## config.mk

```make
export PLATFORM = sky130hd
export DESIGN_NAME = usb_ep_fifo
export DESIGN_NICKNAME = d
export VERILOG_FILES = /design/src/rtl/usb_fifo_pkg.sv /design/src/rtl/fifo_ram.sv /design/src/rtl/usb_ep_fifo.sv
export SDC_FILE = /design/constraint.sdc
export NUM_CORES = 1
export LEC_CHECK = 0
export BUFFER_PORTS_ARGS = -buffer_cell sky130_fd_sc_hd__clkbuf_2
export CAP_MARGIN = 20
export CORE_MARGIN = 5
export CORE_UTILIZATION = 50
export DETAILED_ROUTE_END_ITERATION = 8
export PLACE_DENSITY = 0.7
export SKIP_LAST_GASP = 1
export SYNTH_ARGS = -nofsm -noshare
export SYNTH_HDL_FRONTEND = slang
export SYNTH_SLANG_ARGS = --single-unit
export TNS_END_PERCENT = 100
```

## constraint.sdc

```tcl
create_clock -name clk -period 3.15 [get_ports clk]
set_input_delay 0.945 -clock clk [delete_from_list [all_inputs] [get_ports clk]]
set_output_delay 0.945 -clock clk [all_outputs]
set_load 0.02 [all_outputs]
```

## src/rtl/usb_fifo_pkg.sv

```systemverilog
// Shared constants and helpers for the USB endpoint FIFO.
package usb_fifo_pkg;

   localparam int unsigned DEFAULT_ADDR_WIDTH = 4;
   localparam int unsigned DEFAULT_DATA_WIDTH = 8;
   localparam int unsigned DEFAULT_DEPTH      = 2 ** DEFAULT_ADDR_WIDTH;

   // Ceiling log2, usable in constant expressions (clog2(1) == 0).
   function automatic int unsigned clog2(input int unsigned v);
      int unsigned r;
      r = 0;
      for (int unsigned i = 0; i < 32; i++) begin
         if ((32'd1 << i) < v) r = i + 1;
      end
      return r;
   endfunction

endpackage

```

## src/rtl/fifo_ram.sv

```systemverilog
// Simple dual-port RAM: one write port, one registered read port.
// The array itself has no reset; only the output register does.
module fifo_ram
   import usb_fifo_pkg::*;
#(
   parameter int unsigned data_width = DEFAULT_DATA_WIDTH,
   parameter int unsigned depth      = DEFAULT_DEPTH
) (
   input  logic                       clk,
   input  logic                       reset,
   input  logic                       we,
   input  logic [clog2(depth)-1:0]    waddr,
   input  logic [data_width-1:0]      wdata,
   input  logic                       re,
   input  logic [clog2(depth)-1:0]    raddr,
   output logic [data_width-1:0]      q
);

   logic [data_width-1:0] mem [depth];

   // Write port.
   always_ff @(posedge clk) begin
      if (we) mem[waddr] <= wdata;
   end

   // Registered read port; holds its value when not reading.
   always_ff @(posedge clk or posedge reset) begin
      if (reset)   q <= '0;
      else if (re) q <= mem[raddr];
   end

endmodule

```

## src/rtl/usb_ep_fifo.sv

```systemverilog
// USB endpoint FIFO with packet-level commit/abort on the write side and
// commit/retry (rewind) on the read side.
module usb_ep_fifo
   import usb_fifo_pkg::*;
#(
   parameter int unsigned addr_width  = DEFAULT_ADDR_WIDTH,
   parameter int unsigned data_width  = DEFAULT_DATA_WIDTH,
   parameter int unsigned afull_level = 2 ** addr_width - 1
) (
   input  logic                  clk,
   input  logic                  reset,
   input  logic [data_width-1:0] data,
   input  logic                  wrreq,
   input  logic                  wr_commit,
   input  logic                  wr_abort,
   input  logic                  rdreq,
   input  logic                  rd_commit,
   input  logic                  rd_retry,
   input  logic                  sclr,
   output logic [data_width-1:0] q,
   output logic [addr_width:0]   usedw,
   output logic                  empty,
   output logic                  full,
   output logic                  almost_full,
   output logic                  overflow,
   output logic                  underflow
);

   typedef logic [addr_width:0] ptr_t;

   localparam ptr_t DEPTH_P = ptr_t'(2 ** addr_width);
   localparam ptr_t AFULL_P = ptr_t'(afull_level);

   ptr_t wr_ptr, wr_cmt, rd_ptr, rd_cmt;
   ptr_t occ, wr_ptr_nxt, rd_ptr_nxt;
   logic wr_en, rd_en;

   // Flags and counts derived from the registered pointers; accepted
   // transfers exclude same-cycle abort/retry/flush so the RAM never sees them.
   always_comb begin
      usedw       = wr_cmt - rd_ptr;
      empty       = (usedw == '0);
      occ         = wr_ptr - rd_cmt;
      full        = (occ == DEPTH_P);
      almost_full = (occ >= AFULL_P);
      wr_en       = wrreq && !full && !wr_abort && !sclr;
      rd_en       = rdreq && !empty && !rd_retry && !sclr;
      wr_ptr_nxt  = wr_ptr + ptr_t'(wr_en);
      rd_ptr_nxt  = rd_ptr + ptr_t'(rd_en);
   end

   // Pointer and status-pulse registers; flush beats everything, abort beats
   // commit, retry beats commit.
   always_ff @(posedge clk or posedge reset) begin
      if (reset) begin
         wr_ptr    <= '0;
         wr_cmt    <= '0;
         rd_ptr    <= '0;
         rd_cmt    <= '0;
         overflow  <= 1'b0;
         underflow <= 1'b0;
      end else if (sclr) begin
         wr_ptr    <= '0;
         wr_cmt    <= '0;
         rd_ptr    <= '0;
         rd_cmt    <= '0;
         overflow  <= 1'b0;
         underflow <= 1'b0;
      end else begin
         overflow  <= wrreq && full;
         underflow <= rdreq && empty;
         if (wr_abort) begin
            wr_ptr <= wr_cmt;
         end else begin
            wr_ptr <= wr_ptr_nxt;
            if (wr_commit) wr_cmt <= wr_ptr_nxt;
         end
         if (rd_retry) begin
            rd_ptr <= rd_cmt;
         end else begin
            rd_ptr <= rd_ptr_nxt;
            if (rd_commit) rd_cmt <= rd_ptr_nxt;
         end
      end
   end

   fifo_ram #(
      .data_width(data_width),
      .depth     (2 ** addr_width)
   ) u_ram (
      .clk  (clk),
      .reset(reset),
      .we   (wr_en),
      .waddr(wr_ptr[addr_width-1:0]),
      .wdata(data),
      .re   (rd_en),
      .raddr(rd_ptr[addr_width-1:0]),
      .q    (q)
   );

endmodule

```

==> impl_summary.txt <==
----------------------------------------------------
[Power and ir drop]
  Power density cells ... 607 mW/mm^2
  IR Drop Worst-Case VDD ... 0.486 mV
  Cell leakage power ... 2.83 nW

[Detailed routing]
  DR pass1 iterations ... 4
  Number of vias after detailed routing ... 3678
  Final antenna-violating net count ... 0
  WL final ... 14.1 mm
  DRC violation count after routing ... 0
  Detailed-route wire length per cell ... 21.4 microns
  Detail-routed via count per cell ... 5.59
  Violation count after the first detailed-routing iteration ... 249

[Critical path]
  Register-to-register setup slack ... 0.05 ns
  Worst EP required ... 2.20 ns
  Data arrival time at the worst-slack endpoint ... 2.34 ns
  Maximum fanout along the worst path ... 2
  Endpoint kind of the worst setup timing path ... output port
  CP startpoint kind ... register
  Setup CP Type ... reg2out

[Synthesis]
  Sequential area share after synthesis ... 69.0%
  Post-synthesis mux area share ... 12.9%
  Primary flip-flop cell chosen by synthesis mapping ... edfxtp_1
  Post-synthesis instance total ... 405
  Post-synth EDFFs ... 128
  Synth top area share ... 57.7%
  Adder-cell area share of the yosys netlist ... 2.86%
  Post-synthesis simple-gate area fraction ... 7.23%
  Area leader, netlist ... edfxtp_1
  Syn Std Cell Area ... 0.00666 sq mm
  Top post-synthesis cells by area ... edfxtp_1 58%, dfrtp_1 11%, mux4_2 11%
  Total of warnings raised by yosys ... 0
  Avg Inst Size Synth ... 16.4 sq um
  Async SR Flop Fraction ... 19.0%
  Post-Synth XOR/XNOR Area ... 1.71%
  Flip-flop and latch count after synthesis ... 158
  Largest family of logic cells by synthesized area ... multiplexers
  Nets in the synthesized netlist ... 436
  Number of library cell types mapped by synthesis ... 37
  Compound-gate portion of the synthesized area ... 4.36%

[Timing]
  Maximum clock rate ... 0.304 GHz
  Setup-violating endpoint count in the final report ... 1
  Worst Clk Skew ... 0.00827 ns
  Hold violation total from the final report ... 0
  Fin crit share ... 104%
  Final worst slack ... -0.134 ns
  RSZ-0062 raised after global routing ... yes
  Slew at the pin closest to its max-slew limit ... 0.891 ns
  Relative slew slack ... 40.4%
  Min Clock Period, post-route ... 3.28 ns
  Max Transition Viols Final ... 0

[GRT]
  First-pass GRT wire length ... 22.2 mm
  Met2 Track Usage GR ... 30.1%
  Number of global-route vias before repair ... 3851
  Most used routing layer in global routing ... met2
  Pin count of the biggest net entering global routing ... 36
  Met3 capacity usage during global routing ... 4.69%
  Number of antenna violations at the first check in global routing ... 1
  Met1 track utilization from global routing ... 25.6%
  Global router's overall resource usage ... 19.1%
  GRT Residual Overflow ... 0

[Finish]
  Fin area ... 0.00788 sq mm
  Most common library cell in the layout ignoring fill and taps ... edfxtp_1
  Fraction of final layout cells sized beyond drive strength 1 ... 33.1%
  Final-layout fill cell count ... 1005
  Number of nets in the layout ... 499
  Most used cells in the layout excluding fill and tap cells ... 128 x edfxtp_1, 49 x nor2_1, 32 x mux4_2
  Post-route insts no fill ... 658
  Relative area change from synthesis to final layout ... 18.4%

[Die]
  Initial Utilization ... 50.7%
  Die boundary height ... 125 microns
  Area inside the core boundary ... 0.0131 sq mm
  Die width ... 125 microns
  DIE AREA ... 0.0157 sq mm
  Site row count ... 42
  Total I/O pin count ... 35

[Clock network]
  Clk Tree Root Cell ... clkbuf_16
  Max Buffers Root-to-Sink ... 2
  CTS tree ... yes
  Clock-pin slew reported for the worst setup and hold paths after clock tree synthesis ... 0.06 ns
  Htree depth ... 4
  Hold buffer count at CTS ... 0
  CTS buffer count ... 17
  Worst-skew pair later-pin latency ... 0.42 ns
  Number of sinks handled by clock tree synthesis ... 158

[Status]
  Violations in the final reports ... setup timing
  Run status ... finished, violations left

[Placement]
  Count of input and output buffers ... 34
  Placer congestion estimate ... 0.787
  Final HPWL DP ... 9.29 mm
  Post-place instance area ... 0.00712 sq mm
  Cell count after placement ... 616

[Job]
  Max-capacitance violation count ... 0

[Hold path]
  Path category of the worst min-delay check ... in2async

----------------------------------------------------
==> state kept, by name (all words and copies together) (netlist names) <==
register	cells
rd_ptr	5
underflow	1
u_ram.mem	128
u_ram.q	8
wr_ptr	5
wr_cmt	5
rd_cmt	5
overflow	1
==> cells by family (layout without fill, tap and decap cells) <==
logic type      after synthesis  in the layout
xor+xnor                     13             13
fa+ha+maj                    14             14
mux                          45             45
flops                       158            158
other cells                   0              1
simple gates                104            104
buf+inv                      31            107
compound gates               40             40
==> critical path: stages, from the launching register on <==
cell	delay (ns)
dfrtp_1	0.36
inv_2	0.05
ha_1	0.27
nor2b_1	0.13
o21a_1	0.19
or3_4	0.35
a2111oi_4	0.36
buf_4	0.20
==> cell type report <==
cell class | instances | area [sq um] | area share (%)
Multi-Input combinational cell | 216 | 2080 | 26.3
Clock inverter | 13 | 115 | 1.46
Sequential cell | 158 | 4600 | 58.3
Tap cell | 176 | 220 | 2.79
Antenna cell | 1 | 2.50 | 0.0317
Inverter | 15 | 56.3 | 0.714
Clock buffer | 19 | 433 | 5.49
Timing Repair Buffer | 60 | 383 | 4.86
==> worst paths after layout <==
kind | startpoint | to | cells past startpoint
max in group asynchronous | reset | rd_ptr[0] | 3
worst min-delay path | reset | u_ram.q[0] | 2
worst max register to register | rd_cmt[0] | u_ram.mem[8][1] | 11
worst max-delay path | rd_cmt[1] | full | 7
worst min register to register | u_ram.q[2] | u_ram.q[2] | 1
min in group clk | u_ram.q[2] | u_ram.q[2] | 1
==> where the power goes <==
group	switching [W]	internal [W]
clock	0.000800	0.00109
combinational	0.000311	0.000228
sequential	0.0000390	0.00232
total	0.00115	0.00364
==> what timing repair did <==
item	in CTS	in global routing
gates cloned	0	0
gates resized for setup	18	20
setup buffers	5	4
pin swaps	7	6
endpoints found under the setup margin	4	21
==> Yosys cell counts (2+ instances only) <==
| cell | number |
|---|---|
| fa_1 | 2 |
| clkbuf_1 | 11 |
| mux4_2 | 32 |
| a21oi_1 | 12 |
| nor2_1 | 50 |
| mux2_2 | 8 |
| buf_2 | 4 |
| and3b_1 | 3 |
| a211oi_1 | 6 |
| edfxtp_1 | 128 |
| nand2b_1 | 3 |
| dfrtp_1 | 30 |
| mux2i_1 | 5 |
| nor2b_1 | 4 |
| ha_1 | 12 |
| nor3b_1 | 3 |
| nand3_1 | 4 |
| inv_1 | 15 |
| xnor2_1 | 8 |
| xor2_1 | 5 |
| nor3_1 | 5 |
| a22oi_1 | 16 |
| and3_1 | 3 |
| o21ai_0 | 2 |
| nand2_1 | 22 |
==> layer usage <==
layer | vias up | wire [microns]
met5 | - | 0
met3 | 13 | 1010
met4 | 0 | 192
met2 | 103 | 7120
met1 | 1885 | 5790
li1 | 1677 | -
==> metrics by stage <==
stage	TNS (ns)	hold WS, ns	util, %	power (W)	setup WS [ns]
global route	-3.81	0.430	60.0	0.00497	-0.207
detailed placement	0	0.499	54.2	0.00288	0.0422
CTS	-0.363	0.414	59.1	0.00480	-0.193
finish	-0.134	0.421	60.0	0.00479	-0.134
floorplan	-0.00585	0.489	-	0.00270	-0.00585
global placement	0	0.491	54.2	0.00287	0.109
Note: power is estimated with default switching activity, not from simulation.
